File: src/rtl/compress_handler_if.sv
// DMA read port and compressed-code stream shared by compress_handler and its neighbours.
// master = encoder side (drives address/strobe and codes), slave = RAM/link side.
interface compress_handler_if #(
  parameter int ADDR_W = 16
);
  logic [ADDR_W-1:0] ramAddress;
  logic              read_signal;
  logic [7:0]        ramDataOut;
  logic [7:0]        code;
  logic              code_valid;
  logic              code_ready;

  modport master (
    output ramAddress, read_signal, code, code_valid,
    input  ramDataOut, code_ready
  );

  modport slave (
    input  ramAddress, read_signal, code, code_valid,
    output ramDataOut, code_ready
  );
endinterface

File: src/rtl/compress_handler.sv
// Run-length encoder: reads a packed MSB-first bitstream over DMA and emits one code per bit run.
// Optional COMPRESS_STATS_EN adds codeCount/byteCount statistics outputs.
module compress_handler #(
  parameter int ADDR_W  = 16,
  parameter int LEN_W   = 16,
  parameter int RD_LAT  = 1,
  parameter int MAX_RUN = 127
) (
  input  logic              clk,
  input  logic              RST,
  compress_handler_if.master bus,
  input  logic              start,
  input  logic [ADDR_W-1:0] startByte,
  input  logic [LEN_W-1:0]  numBits,
  output logic              busy,
  output logic              done
`ifdef COMPRESS_STATS_EN
  ,output logic [15:0]       codeCount
  ,output logic [ADDR_W-1:0] byteCount
`endif
);

  typedef enum logic [2:0] {IDLE, FETCH, WAIT, SCAN, EMIT, FIN} state_t;

  localparam logic [2:0] LAT_LAST = 3'(RD_LAT - 1);
  localparam logic [6:0] MAX_LEN  = 7'(MAX_RUN);

  state_t           state;
  logic [LEN_W-1:0] bitsLeft;
  logic [7:0]       shiftReg;
  logic [3:0]       bitsInByte;
  logic [2:0]       latCnt;
  logic             runBit;
  logic [6:0]       runLen;
  logic             pendBit;
  logic             pendValid;

  logic curBit;
  logic extend;

  assign curBit = shiftReg[7];
  // runLen == 0 only for the very first bit of a stream
  assign extend = (runLen == '0) || ((curBit == runBit) && (runLen < MAX_LEN));

  // NOTE: every register here is assigned with <= so all branches see pre-edge values.
  always_ff @(posedge clk or posedge RST) begin
    if (RST) begin
      state           <= IDLE;
      bitsLeft        <= '0;
      shiftReg        <= '0;
      bitsInByte      <= '0;
      latCnt          <= '0;
      runBit          <= 1'b0;
      runLen          <= '0;
      pendBit         <= 1'b0;
      pendValid       <= 1'b0;
      busy            <= 1'b0;
      done            <= 1'b0;
      bus.ramAddress  <= '0;
      bus.read_signal <= 1'b0;
      bus.code        <= '0;
      bus.code_valid  <= 1'b0;
`ifdef COMPRESS_STATS_EN
      codeCount       <= '0;
      byteCount       <= '0;
`endif
    end else begin
      case (state)
        IDLE: begin
          if (start) begin
`ifdef COMPRESS_STATS_EN
            codeCount <= '0;
            byteCount <= '0;
`endif
            if (numBits == '0) begin
              done  <= 1'b1;
              state <= FIN;
            end else begin
              bitsLeft        <= numBits;
              runLen          <= '0;
              pendValid       <= 1'b0;
              busy            <= 1'b1;
              bus.ramAddress  <= startByte;
              bus.read_signal <= 1'b1;
              state           <= FETCH;
            end
          end
        end

        FETCH: begin
          bus.read_signal <= 1'b0;
          latCnt          <= '0;
          state           <= WAIT;
`ifdef COMPRESS_STATS_EN
          byteCount       <= byteCount + ADDR_W'(1);
`endif
        end

        WAIT: begin
          if (latCnt == LAT_LAST) begin
            shiftReg   <= bus.ramDataOut;
            bitsInByte <= 4'd8;
            state      <= SCAN;
          end else begin
            latCnt <= latCnt + 3'd1;
          end
        end

        SCAN: begin
          if (bitsLeft == '0) begin
            // stream ended on a run break: flush the single pending bit as its own code
            bus.code       <= {~runBit, runLen};
            bus.code_valid <= 1'b1;
            state          <= EMIT;
          end else begin
            shiftReg   <= shiftReg << 1;
            bitsLeft   <= bitsLeft - LEN_W'(1);
            bitsInByte <= bitsInByte - 4'd1;
            if (extend) begin
              runBit <= curBit;
              runLen <= runLen + 7'd1;
              if (bitsLeft == LEN_W'(1)) begin
                bus.code       <= {~curBit, runLen + 7'd1};
                bus.code_valid <= 1'b1;
                state          <= EMIT;
              end else if (bitsInByte == 4'd1) begin
                bus.ramAddress  <= bus.ramAddress + ADDR_W'(1);
                bus.read_signal <= 1'b1;
                state           <= FETCH;
              end
            end else begin
              bus.code       <= {~runBit, runLen};
              bus.code_valid <= 1'b1;
              pendBit        <= curBit;
              pendValid      <= 1'b1;
              state          <= EMIT;
            end
          end
        end

        EMIT: begin
          if (bus.code_ready) begin
            bus.code_valid <= 1'b0;
`ifdef COMPRESS_STATS_EN
            codeCount      <= codeCount + 16'd1;
`endif
            if (pendValid) begin
              runBit    <= pendBit;
              runLen    <= 7'd1;
              pendValid <= 1'b0;
              if ((bitsLeft != '0) && (bitsInByte == 4'd0)) begin
                bus.ramAddress  <= bus.ramAddress + ADDR_W'(1);
                bus.read_signal <= 1'b1;
                state           <= FETCH;
              end else begin
                state <= SCAN;
              end
            end else begin
              busy  <= 1'b0;
              done  <= 1'b1;
              state <= FIN;
            end
          end
        end

        FIN: begin
          done  <= 1'b0;
          state <= IDLE;
        end

        default: state <= IDLE;
      endcase
    end
  end

endmodule

File: src/flat_wrapper.sv
// flat-port wrapper written by rule: the top's interface ports become plain ports
module compress_handler_flat 
#(
  parameter int ADDR_W  = 16,
  parameter int LEN_W   = 16,
  parameter int RD_LAT  = 1,
  parameter int MAX_RUN = 127
)
  (clk, RST, start, startByte, numBits, busy, done, bus_ramAddress, bus_read_signal, bus_code, bus_code_valid, bus_ramDataOut, bus_code_ready);
  compress_handler_if #(.ADDR_W(ADDR_W)) bus_i ();
  input  logic clk;
  input  logic RST;
  input  logic start;
  input  logic [ADDR_W-1:0] startByte;
  input  logic [LEN_W-1:0] numBits;
  output logic busy;
  output logic done;
  output wire logic [$bits(bus_i.ramAddress)-1:0] bus_ramAddress;
  output wire logic [$bits(bus_i.read_signal)-1:0] bus_read_signal;
  output wire logic [$bits(bus_i.code)-1:0] bus_code;
  output wire logic [$bits(bus_i.code_valid)-1:0] bus_code_valid;
  input wire logic [$bits(bus_i.ramDataOut)-1:0] bus_ramDataOut;
  input wire logic [$bits(bus_i.code_ready)-1:0] bus_code_ready;
  assign bus_ramAddress = bus_i.ramAddress;
  assign bus_read_signal = bus_i.read_signal;
  assign bus_code = bus_i.code;
  assign bus_code_valid = bus_i.code_valid;
  assign bus_i.ramDataOut = bus_ramDataOut;
  assign bus_i.code_ready = bus_code_ready;
  compress_handler #(.ADDR_W(ADDR_W), .LEN_W(LEN_W), .RD_LAT(RD_LAT), .MAX_RUN(MAX_RUN)) u_core (.clk(clk), .RST(RST), .bus(bus_i), .start(start), .startByte(startByte), .numBits(numBits), .busy(busy), .done(done));
endmodule
File: config.mk
export PLATFORM = sky130hd
export DESIGN_NAME = compress_handler_flat
export DESIGN_NICKNAME = d
export VERILOG_FILES = /design/src/rtl/compress_handler_if.sv /design/src/rtl/compress_handler.sv /design/src/flat_wrapper.sv
export SDC_FILE = /design/constraint.sdc
export NUM_CORES = 1
export LEC_CHECK = 0
export CELL_PAD_IN_SITES_DETAIL_PLACEMENT = 1
export CELL_PAD_IN_SITES_GLOBAL_PLACEMENT = 1
export CORE_MARGIN = 3
export CORE_UTILIZATION = 30
export DETAILED_ROUTE_END_ITERATION = 8
export PLACE_DENSITY = 0.61
export SYNTH_ARGS = -nofsm -noshare
export SYNTH_HDL_FRONTEND = slang
export SYNTH_SLANG_ARGS = --single-unit
File: constraint.sdc
create_clock -name clk -period 4.1 [get_ports clk]
set_clock_uncertainty 0.1 [all_clocks]
set_input_delay 0.82 -clock clk [delete_from_list [all_inputs] [get_ports clk]]
set_output_delay 0.82 -clock clk [all_outputs]
set_load 0.01 [all_outputs]
==> impl_metrics.yaml <==
worst_setup_path:
  cp_data_arrival_time_ns: 3.23
  startpoint: "u_core.bitsLeft[0]"
  cp_max_fo: 18
  required_ns: 4.22
  critPathKind: "flip-flop to flip-flop"
  setup.worst_path.start_class: "flip-flop"
  end_kind: "flip-flop"
  r2r-start: "u_core.bitsLeft[0]"
global_routing:
  grt_max_degree: 41
  grt_antenna_before_repair: 0
  grt_overflow: 0
  grt_usage: 0.166
  grt_pass1_vias: 4113
  grt_first_pass_wirelength_mm: 21.4
detailed_routing:
  routed_wirelength_mm: 12.6
  drcViolationCount: 0
  detail-route-antenna-nets: 0
  wire_per_inst_um: 16.9
  viasPerCell: 5.35
  drt_pass1_iterations: 4
  drt_iter0_markers: 188
  via_count: 4002
timing:
  slew_headroom: 0.292
  period_minus_slack_ns: 3.11
  drv_slew: 0
  clock.fmax_mhz: 322
  fin_tns_setup_ns: 0
  finalCritPeriodShare: 0.758
  finalWorstSetupSlack_ns: 0.993
  grt_setup_unrepaired: "false"
  setup_violations: 0
  final-hold-violation-count: 0
  worst_slew_pin_slew_ns: 1.06
power_and_ir_drop:
  finalPower_uw: 4530
  p_leak_uw: 0.00218
  pwr_density_cell_nw_per_um2: 834
  ir_drop_mv: 0.283
logic_synthesis:
  yosysTopAreaCell: "dfrtp_1"
  ys_top_cells_by_count: "dfrtp_1 (72), nand2_1 (57), nor2_1 (52)"
  ys_ff_latch: 72
  yosysUniqueCellTypes: 60
  synthTopCellsByArea: "dfrtp_1 (42%), o21ai_0 (5.0%), nand2_1 (5.0%), a21oi_1 (4.8%), nor2_1 (4.6%)"
  synth_ff_type: "dfrtp_1"
  ys_seq_area_frac: 0.422
  yosysMostFrequentCell: "dfrtp_1"
  postSynth.asyncResetShare: 1.00
  synth.cell_area_sq_um: 4270
  synth_top_cell_area_share: 0.422
  synth_edf_count: 0
  yosys_warnings: 0
  synth_cells: 508
  avgSynthCellArea_sq_um: 8.40
  synth_fp_nets: 561
clock_network:
  cts_buffer_depth: 2
  clock_sinks: 72
  cts_tree: "yes"
  path_clk_slew_ns: 0.06
  clock-root-buffer: "clkbuf_16"
  ctsHtreeMaxLevel: 3
  clock_latency_ns: 0.34
  cts_buffers: 9
  cts_setup_buffers: 0
  hold_buffers: 0
  cts_resized: 0
floorplanning:
  die_h_um: 125
  die_w_um: 125
  core.rowCount: 42
  die_area_sq_um: 15700
  io_pins: 72
  start_util: 0.315
  coreArea_sq_um: 13600
finish:
  seqCellArea_sq_um: 1800
  nFillCells: 1613
  layout-drive-gt1-share: 0.0787
  multi_input_area_sq_um: 2260
  nNetsFinal: 620
  antenna_cells: 0
  area_growth_pct: 27.3
flow_run:
  maxCapViolCount: 0
run_status:
  status: "complete, no violations"
placed_design:
  dp_slack_ns: 0.713
  port_buffers: 71
  place_congestion: 0.784
  hpwl_mm: 9.01
hold_path:
  hold_class: "flip-flop to flip-flop"
  min_from: "u_core.bus.read_signal"
## power by group
part,switching [uW],internal (uW)
clock,308,503
combinational,1330,978
sequential,371,1040
## per-stage QoR
stage | hold slack [ns] | utilization | cells | cell area (sq um)
CTS | 0.387 | 0.400 | 748 | 5430
detailed placement | 0.375 | 0.378 | 732 | 5130
global route | 0.414 | 0.400 | 748 | 5430
global placement | 0.374 | 0.378 | 732 | 5130
floorplan | 0.360 | - | 508 | 4270
finish | 0.381 | 0.400 | 748 | 5430
## cell type report
type,count,area share
clock buffers,13,0.0479
clock inverters,3,0.00737
inverters,20,0.0138
multi-input cells,387,0.417
flip-flops and latches,72,0.332
well taps,176,0.0406
repair buffers,77,0.142
## kinds of logic (layout without fill, tap and decap cells)
family                     count (synthesis)  in the layout  synth area share
AOI/OAI and AO/OA                        165            165             0.242
xor gates and xnor gates                  10             10            0.0205
adders and majority gates                  9              9            0.0264
buffers and inverters                     49            113            0.0481
DFF                                       72             72             0.422
muxes                                      7              7            0.0182
and+or+nand+nor                          196            196             0.222
## sequential cells by signal (all words and copies together), names as in the netlist
signal and flops:
u_core.bus.code 8, u_core.bitsLeft 16, u_core.bus.ramAddress 16, u_core.busy 1, u_core.shiftReg 8, u_core.bus.read_signal 1
u_core.done 1, u_core.pendBit 1, u_core.runLen 7, u_core.runBit 1, u_core.latCnt 3, u_core.bus.code_valid 1
u_core.bitsInByte 4, u_core.state 3, u_core.pendValid 1
## worst max-delay path, stage by stage, from the launching register on
cell,delay [ns]
dfrtp_1,0.39
inv_1,0.09
ha_1,0.28
nor4b_1,0.21
nand4b_4,0.18
a21boi_4,0.50
a31o_2,0.48
and2_4,0.41
mux2_4,0.33
## layer usage
metal | vias to the layer above | share of wire | track usage
met5 | - | 0 | 0
met4 | 0 | 0.021 | 0.0651
met3 | 17 | 0.035 | 0.0307
met2 | 67 | 0.44 | 0.260
met1 | 1968 | 0.50 | 0.227
li1 | 1950 | - | -
## final timing paths
kind / endpoint / cells past startpoint / slack, ns
max: u_core.bus.ramAddress[14] / 8 / 0.99
min: u_core.bus.read_signal / 1 / 0.38
max reg2reg: u_core.bus.ramAddress[14] / 8 / 0.99
min reg2reg: u_core.bus.read_signal / 1 / 0.38
max in group asynchronous: u_core.bus.read_signal / 3 / 2.38
min in group asynchronous: u_core.bus.code[3] / 2 / 0.84
## layout by cell type (no fill, tap or decap), types with 8 or more instances in the layout
cell type        count
nor2_1              52
nand4_1             10
o22ai_1              9
clkbuf_16            9
o21ai_0             43
a31oi_1             22
inv_1               19
nor4_1               8
nor3_1              13
nand2_1             57
nand3_1             23
clkdlybuf4s50_1     71
ha_1                 9
a21oi_1             41
dfrtp_1             72
a21oi_2             11
(Power assumes the default switching activity.)
